==> src/rtl/mem_bus_arbiter.sv <==
// Shares the external 8-bit memory bus between the CPU core and the DMA/loader port.
// Fixed-timing IDLE -> ACCESS -> DONE sequencer with CPU priority and a DMA anti-starvation limit.
module mem_bus_arbiter #(
  parameter int WAIT_STATES = 1,
  parameter int MAX_HOLD    = 4
) (
  input  logic       clk_i,
  input  logic       rst_i,
  input  logic       cpu_req_i,
  input  logic       cpu_wr_i,
  input  logic [7:0] cpu_add_i,
  input  logic [7:0] cpu_wdat_i,
  output logic       cpu_gnt_o,
  output logic       cpu_done_o,
  output logic [7:0] cpu_rdat_o,
  input  logic       dma_req_i,
  input  logic       dma_wr_i,
  input  logic [7:0] dma_add_i,
  input  logic [7:0] dma_wdat_i,
  output logic       dma_gnt_o,
  output logic       dma_done_o,
  output logic [7:0] dma_rdat_o,
  output logic       mem_rd_o,
  output logic       mem_wr_o,
  output logic [7:0] mem_add_o,
  output logic [7:0] mem_wdat_o,
  output logic       mem_oe_o,
  input  logic [7:0] mem_rdat_i
);

  localparam logic [2:0] WaitStates = 3'(WAIT_STATES);
  localparam logic [3:0] MaxHold    = 4'(MAX_HOLD);

  typedef enum logic [1:0] {IDLE, ACCESS, DONE} state_t;

  state_t     state_q, state_d;
  logic [3:0] holdCnt_q, holdCnt_d;
  logic [2:0] waitCnt_q, waitCnt_d;
  logic       ownerDma_q, ownerDma_d;
  logic       busWr_q, busWr_d;
  logic [7:0] memAdd_q, memAdd_d;
  logic [7:0] memWdat_q, memWdat_d;
  logic [7:0] cpuRdat_q, cpuRdat_d;
  logic [7:0] dmaRdat_q, dmaRdat_d;
  logic       dmaWins;

  // DMA only beats a pending CPU request once the CPU has used up its hold allowance
  assign dmaWins = dma_req_i && (!cpu_req_i || (holdCnt_q == MaxHold));

  always_ff @(posedge clk_i) begin
    if (rst_i) begin
      state_q    <= IDLE;
      holdCnt_q  <= '0;
      waitCnt_q  <= '0;
      ownerDma_q <= 1'b0;
      busWr_q    <= 1'b0;
      memAdd_q   <= '0;
      memWdat_q  <= '0;
      cpuRdat_q  <= '0;
      dmaRdat_q  <= '0;
    end else begin
      state_q    <= state_d;
      holdCnt_q  <= holdCnt_d;
      waitCnt_q  <= waitCnt_d;
      ownerDma_q <= ownerDma_d;
      busWr_q    <= busWr_d;
      memAdd_q   <= memAdd_d;
      memWdat_q  <= memWdat_d;
      cpuRdat_q  <= cpuRdat_d;
      dmaRdat_q  <= dmaRdat_d;
    end
  end

  always_comb begin
    state_d    = state_q;
    holdCnt_d  = holdCnt_q;
    waitCnt_d  = waitCnt_q;
    ownerDma_d = ownerDma_q;
    busWr_d    = busWr_q;
    memAdd_d   = memAdd_q;
    memWdat_d  = memWdat_q;
    cpuRdat_d  = cpuRdat_q;
    dmaRdat_d  = dmaRdat_q;
    case (state_q)
      IDLE: begin
        if (cpu_req_i || dma_req_i) begin
          state_d    = ACCESS;
          waitCnt_d  = '0;
          ownerDma_d = dmaWins;
          if (dmaWins) begin
            busWr_d   = dma_wr_i;
            memAdd_d  = dma_add_i;
            memWdat_d = dma_wdat_i;
            holdCnt_d = '0;
          end else begin
            busWr_d   = cpu_wr_i;
            memAdd_d  = cpu_add_i;
            memWdat_d = cpu_wdat_i;
            if (!dma_req_i)
              holdCnt_d = '0;
            else if (holdCnt_q != MaxHold)
              holdCnt_d = holdCnt_q + 4'd1;
          end
        end
      end
      ACCESS: begin
        if (waitCnt_q == WaitStates) begin
          state_d = DONE;
          if (!busWr_q) begin
            if (ownerDma_q)
              dmaRdat_d = mem_rdat_i;
            else
              cpuRdat_d = mem_rdat_i;
          end
        end else begin
          waitCnt_d = waitCnt_q + 3'd1;
        end
      end
      DONE:    state_d = IDLE;
      default: state_d = IDLE;
    endcase
  end

  // Every output is decoded from registers only, so nothing flows straight from the inputs
  assign cpu_gnt_o  = (state_q != IDLE) && !ownerDma_q;
  assign dma_gnt_o  = (state_q != IDLE) && ownerDma_q;
  assign cpu_done_o = (state_q == DONE) && !ownerDma_q;
  assign dma_done_o = (state_q == DONE) && ownerDma_q;
  assign mem_rd_o   = (state_q == ACCESS) && !busWr_q;
  assign mem_wr_o   = (state_q == ACCESS) && busWr_q;
  assign mem_oe_o   = (state_q == ACCESS) && busWr_q;
  assign mem_add_o  = memAdd_q;
  assign mem_wdat_o = memWdat_q;
  assign cpu_rdat_o = cpuRdat_q;
  assign dma_rdat_o = dmaRdat_q;

endmodule
==> config.mk <==
export PLATFORM = sky130hd
export DESIGN_NAME = mem_bus_arbiter
export DESIGN_NICKNAME = d
export VERILOG_FILES = /design/src/rtl/mem_bus_arbiter.sv
export SDC_FILE = /design/constraint.sdc
export NUM_CORES = 1
export LEC_CHECK = 0
export CORE_MARGIN = 3
export CORE_UTILIZATION = 25
export CTS_BUF_LIST = sky130_fd_sc_hd__clkbuf_4 sky130_fd_sc_hd__clkbuf_8
export CTS_CLUSTER_SIZE = 24
export DETAILED_ROUTE_END_ITERATION = 7
export GPL_ROUTABILITY_DRIVEN = 0
export HOLD_SLACK_MARGIN = 0.08
export SYNTH_ARGS = -nofsm -noshare
export SYNTH_HDL_FRONTEND = slang
export SYNTH_SLANG_ARGS = --single-unit
==> constraint.sdc <==
create_clock -name clk_i -period 3.8 [get_ports clk_i]
set_clock_uncertainty 0.15 [all_clocks]
set_input_delay 0.38 -clock clk_i [delete_from_list [all_inputs] [get_ports clk_i]]
set_output_delay 0.38 -clock clk_i [all_outputs]
set_load 0.02 [all_outputs]
==> results of run 1 <==
-- synth_stat cells --
cell type	n	area [um2]
a21oi_1	5	25.0
nand2_1	20	75.1
nor4_4	1	21.3
a21boi_0	1	7.51
or3b_2	1	8.76
xnor2_1	1	8.76
buf_4	2	15.0
nor2b_1	3	18.8
mux2i_1	16	160
a221oi_1	17	149
nor3_1	1	5.00
or2_2	1	6.26
dfxtp_1	43	861
and2_1	2	12.5
buf_2	4	20.0
or3_1	3	18.8
nand3_1	2	10.0
a22o_1	19	166
nand3b_1	1	7.51
and4b_1	2	20.0
nor3b_1	4	30.0
ha_1	4	50.1
a22oi_1	2	15.0
o21ai_0	18	90.1
clkbuf_1	10	37.5
inv_1	6	22.5
nand2b_1	1	6.26
nand2b_4	1	13.8
or4_1	1	7.51
o31ai_1	1	7.51
nor2_1	24	90.1
-- cells by family after synthesis --
logic type,Yosys count,synth area share [%]
AND/OR/NAND/NOR,68,17.7
adder cells (fa/ha/maj),4,2.52
flip-flops,43,43.3
AO/OA/AOI/OAI,63,23.2
buffers and inverters,22,4.79
XOR/XNOR,1,0.441
multiplexers,16,8.06
-- stage by stage --
stage,std cells,hold slack (ns)
after floorplan,217,0.299
after global placement,385,0.285
after detailed placement,385,0.291
after CTS,393,0.311
after global routing,393,0.333
final,393,0.307
-- worst max-delay path: cells and delay by family --
family	cells	cell delay, ns
compound gates	3	0.51
simple gates	1	0.96
buf+inv	1	0.56
-- per-layer routing --
layer	wire length (um)	global-route usage, %	vias to the layer above
li1	-	-	943
met5	0	0	-
met4	34	3.37	0
met3	572	4.03	5
met1	2440	14.9	821
met2	2200	18.0	81
-- layout make-up --
| type | count | area, um2 | share of cell area (%) |
|---|---|---|---|
| repair buffers | 85 | 848 | 28.0 |
| clock inverters | 3 | 67.6 | 2.23 |
| clock buffers | 5 | 68.8 | 2.27 |
| flip-flops and latches | 43 | 861 | 28.4 |
| multi-input cells | 152 | 1030 | 34.2 |
| well taps | 99 | 124 | 4.09 |
| inverters | 6 | 22.5 | 0.744 |
-- report_power, final --
part | internal, mW | total (mW) | switching [mW]
logic | 0.123 | 0.238 | 0.115
registers | 0.477 | 0.497 | 0.0193
clock network | 0.262 | 0.420 | 0.158
-- state kept, by name (all words and copies together) (netlist names) --
register    cells
mem_add_o       8
mem_wdat_o      8
waitCnt_q       3
ownerDma_q      1
dma_rdat_o      8
holdCnt_q       4
cpu_rdat_o      8
state_q         2
busWr_q         1
-- worst min-delay path by stage --
| stage | start | depth (start not counted) | to | slack [ns] |
|---|---|---|---|---|
| 2_1_floorplan | rst_i | 1 | holdCnt_q[0] | 0.30 |
| 3_3_place_gp | mem_wdat_o[2] | 2 | mem_wdat_o[2] | 0.28 |
| 3_5_place_dp | mem_add_o[0] | 2 | mem_add_o[0] | 0.29 |
| 4_1_cts | mem_add_o[0] | 2 | mem_add_o[0] | 0.31 |
| 5_1_grt | mem_wdat_o[2] | 2 | mem_wdat_o[2] | 0.33 |
| 6_report | mem_wdat_o[3] | 2 | mem_wdat_o[3] | 0.31 |
==> flow_summary_export.csv, run 1 <==
group,metric,value,unit
floorplanning,ioPinCount,85,
pwr,p_per_area,382,nW/um2
global_route,overflow,0,
detailed_routing,drc,0,
critical_path,rr_endpoint,"dma_rdat_o[6]",
floorplanning,core,7490,um2
layout,final_cell_mix,"clkdlybuf4s50_1, dfxtp_1, nor2_1",
floorplanning,row_count,31,
detailed_routing,wl,5.24,mm
detailed_routing,viasPerCell,4.71,
clock_tree,clkTransAtPathRegs,0.08,ns
clock_tree,cts_max_path_buffers,2,
place,placed_area,2890,um2
detailed_routing,wl_per_cell,13.3,um
layout,finish.utilization,40.4,%
clock_tree,cts_buffers,5,
worst_hold_path,holdCritPathClass,"flop to flop",
global_route,grt_max_degree,25,
critical_path,crit_chain,"clkdlybuf4s50_1, nor2b_1, a22o_1, a221oi_1, o21ai_0",
layout,drive_gt1_share,4.76,%
critical_path,cp-start-kind,"input pin",
sta,min_period,2.36,ns
synthesis,ys_seq_elements,43,
floorplanning,dieArea,9050,um2
sta,slew_headroom,20.0,%
pwr,leakage,1.12,nW
place,dp_hpwl,3.90,mm
synthesis,syn_area,1990,um2
layout,diodes,0,
synthesis,synth_cell_types,31,
synthesis,syn_inst,217,
layout,n_fill_cell,762,
clock_tree,post_cts_buffers,0,
critical_path,reg2reg_depth,5,
global_route,antenna_found_initial,0,
sta,maxSlewViolCount,0,
critical_path,cpPeakStageDelay,0.96,ns
global_route,grt_pass1_vias,1719,
clock_tree,cts_tree,"done",
detailed_routing,num_vias,1850,
outcome,status,"complete, no violations",
critical_path,timing.rr.start,"waitCnt_q[0]",
sta,fin_tns_setup,0,ns
critical_path,slowest_stage,"nor2b_1",
synthesis,yosysSeqAreaShare,43.3,%
detailed_routing,first_iter_violations,61,
clock_tree,cts_sinks,43,
clock_tree,cts_hold_buf,0,
clock_tree,htree_levels,2,
floorplanning,start_util,26.5,%
sta,setup_ws,1.44,ns
floorplanning,die_h,95.2,um
critical_path,cp-end-kind,"flop",
run,max-cap-violations,0,
critical_path,startpoint,"dma_req_i",
sta,max_clock_freq,0.424,GHz
critical_path,critPathKind,"input pin to flop",
global_route,grt_use_total,11.5,%
layout,synthToLayoutAreaGrowth,52.3,%
place,dpl_worst_slack,1.09,ns
clock_tree,cts_root_buffer,"clkbuf_8",
detailed_routing,ant_nets,0,
sta,rsz0062_at_grt,"false",
sta,hold_violations,0,
global_route,grt_pass1_wl,8.20,mm
pwr,total_power,1.16,mW
clock_tree,clkLatencyLatePin,0.29,ns
critical_path,crit_path_end,"mem_add_o[1]",
pwr,vdd_drop_max,0.000201,V
synthesis,syn_avg_cell_area,9.16,um2
layout,finalNetCount,343,
sta,tightest_slew,1.20,ns
critical_path,reg2reg_slack,1.83,ns
critical_path,required,3.86,ns
clock_tree,post_cts_resize_count,0,
critical_path,cp_max_fo,17,
place,port_buffers,84,
floorplanning,die_width,95.2,um
sta,post-route-period-util,62.0,%
layout,layout_commonest_cell,"clkdlybuf4s50_1",
synthesis,synth_fp_nets,267,
sta,setup_violations,0,
critical_path,crit_arrival,2.42,ns
layout,final_cell_area,3030,um2
synthesis,ys_warn_count,0,
detailed_routing,drt_first_pass_iters,4,
No activity file was read; power rests on OpenSTA's default activity.
==> run 2, diff against run 1 <==
clock period = 2.1 ns   (was 3.8 ns; I/O delays follow)
==> run 2 against run 1 <==
  * Final cell count up 2.3%
  * Total power up 61%
  * Global-route usage up 0.93 points
  * First-iteration DRC count up 4.9%
  * Worst setup slack worse by 1.3 ns
  * Via count up 2.6%
  * Sequential share of layout area down 0.13 points
  * Die area unchanged
==> flow_summary_export.csv, run 2 (same netlist as run 1, synthesis figures left out) <==
group,metric,value,unit
sta,hold_violations,0,
outcome,status,"complete, no violations",
clock_tree,cts_sinks,43,
worst_hold_path,holdPathStages,2,
clock_tree,clkLatencyLatePin,0.29,ns
floorplanning,core,7490,um2
detailed_routing,viasPerCell,4.72,
critical_path,required,1.74,ns
place,dp_hpwl,3.97,mm
sta,min_period,1.99,ns
sta,setup_violations,0,
clock_tree,post_cts_buffers,0,
detailed_routing,drt_first_pass_iters,4,
sta,tightest_slew,0.697,ns
worst_hold_path,holdCritPathClass,"flop to flop",
run,max-cap-violations,0,
place,port_buffers,84,
detailed_routing,ant_nets,0,
layout,finalNetCount,352,
layout,diodes,0,
layout,layout_commonest_cell,"clkdlybuf4s50_1",
floorplanning,ioPinCount,85,
clock_tree,cts_root_buffer,"clkbuf_8",
critical_path,cp_max_fo,4,
clock_tree,cts_hold_buf,0,
critical_path,cpPeakStageDelay,0.65,ns
layout,final_cell_mix,"clkdlybuf4s50_1, dfxtp_1, nor2_1",
floorplanning,start_util,26.5,%
sta,slew_headroom,53.5,%
layout,fin_cells,402,
critical_path,slowest_stage,"clkdlybuf4s50_1",
detailed_routing,wl,5.45,mm
pwr,leakage,1.16,nW
floorplanning,dieArea,9050,um2
clock_tree,cts_max_path_buffers,2,
floorplanning,die_width,95.2,um
layout,synthToLayoutAreaGrowth,53.0,%
critical_path,cp-end-kind,"primary output",
sta,fin_tns_setup,0,ns
sta,post-route-period-util,94.8,%
global_route,antenna_found_initial,0,
critical_path,crit_chain,"buf_4, nor3b_1, clkdlybuf4s50_1",
pwr,p_per_area,611,nW/um2
detailed_routing,first_iter_violations,64,
critical_path,crit_arrival,1.63,ns
detailed_routing,num_vias,1898,
clock_tree,htree_levels,2,
clock_tree,cts_buffers,5,
global_route,grt_pass1_vias,1831,
layout,drive_gt1_share,7.92,%
floorplanning,die_h,95.2,um
pwr,vdd_drop_max,0.000245,V
place,dpl_worst_slack,0.0531,ns
floorplanning,row_count,31,
global_route,grt_pass1_wl,8.91,mm
sta,max_clock_freq,0.502,GHz
detailed_routing,drc,0,
global_route,overflow,0,
global_route,grt_max_degree,24,
critical_path,cp-start-kind,"flop",
global_route,grt_use_total,12.4,%
sta,maxSlewViolCount,0,
critical_path,reg2reg_depth,4,
clock_tree,cts_tree,"done",
place,placed_cells,394,
clock_tree,clkTransAtPathRegs,0.08,ns
sta,setup_ws,0.109,ns
sta,rsz0062_at_grt,"false",
critical_path,critPathKind,"flop to primary output",
detailed_routing,wl_per_cell,13.5,um
[run 2: cell types whose count changed in the layout (fill, tap and decap cells not counted)]
cell | previous run | this run
clkinvlp_4 | 1 | 0
bufinv_16 | 2 | 0
dlygate4sd2_1 | 0 | 2
and2_1 | 2 | 1
and2_2 | 0 | 1
clkinv_2 | 0 | 3
buf_4 | 1 | 10
clkdlybuf4s50_1 | 84 | 82
[run 2: final timing paths]
check,from,endpoint,slack [ns]
max,ownerDma_q,cpu_done_o,0.11
max reg2reg,state_q[0],dma_rdat_o[2],0.25
min reg2reg,mem_wdat_o[0],mem_wdat_o[0],0.31
min,mem_wdat_o[0],mem_wdat_o[0],0.31
[run 2: power breakdown]
group	internal, mW	switching (mW)	total (mW)
logic	0.238	0.214	0.452
registers	0.864	0.0340	0.898
clock network	0.228	0.279	0.507
total	1.33	0.527	1.86
[run 2: routing by layer]
metal / vias to the layer above / GRT usage, % / share of wire [%]
li1: 964 / - / -
met1: 849 / 16.6 / 48
met2: 79 / 18.7 / 41
met3: 6 / 5.13 / 10
met4: 0 / 2.76 / 0.94
met5: - / 0 / 0
[run 2: final cells by class]
class / instances / area [um2]
inverters: 6 / 22.5
clock inverters: 3 / 15.0
multi-input cells: 152 / 1040
flip-flops and latches: 43 / 861
clock buffers: 5 / 68.8
repair buffers: 94 / 913
fillers: 737 / 4450
well taps: 99 / 124
[run 2: worst max-delay path: cells and delay by family (launching register included)]
kind	cells	cell delay [ns]
buf+inv	2	0.80
flops	1	0.32
simple gates	1	0.21
[run 2: through the flow]
stage	total power [mW]	cell area [um2]	hold WS, ns	utilization, %
after global placement	1.37	2960	0.285	39.5
after CTS	1.89	3040	0.313	40.6
after global routing	1.96	3040	0.338	40.6
after floorplan	1.12	1990	0.129	-
final	1.86	3040	0.309	40.6
after detailed placement	1.37	2960	0.295	39.5
[run 2: what timing repair did]
action                     CTS  global route
gates cloned                 0             0
setup endpoints to repair    2            16
gates resized for setup      2             1
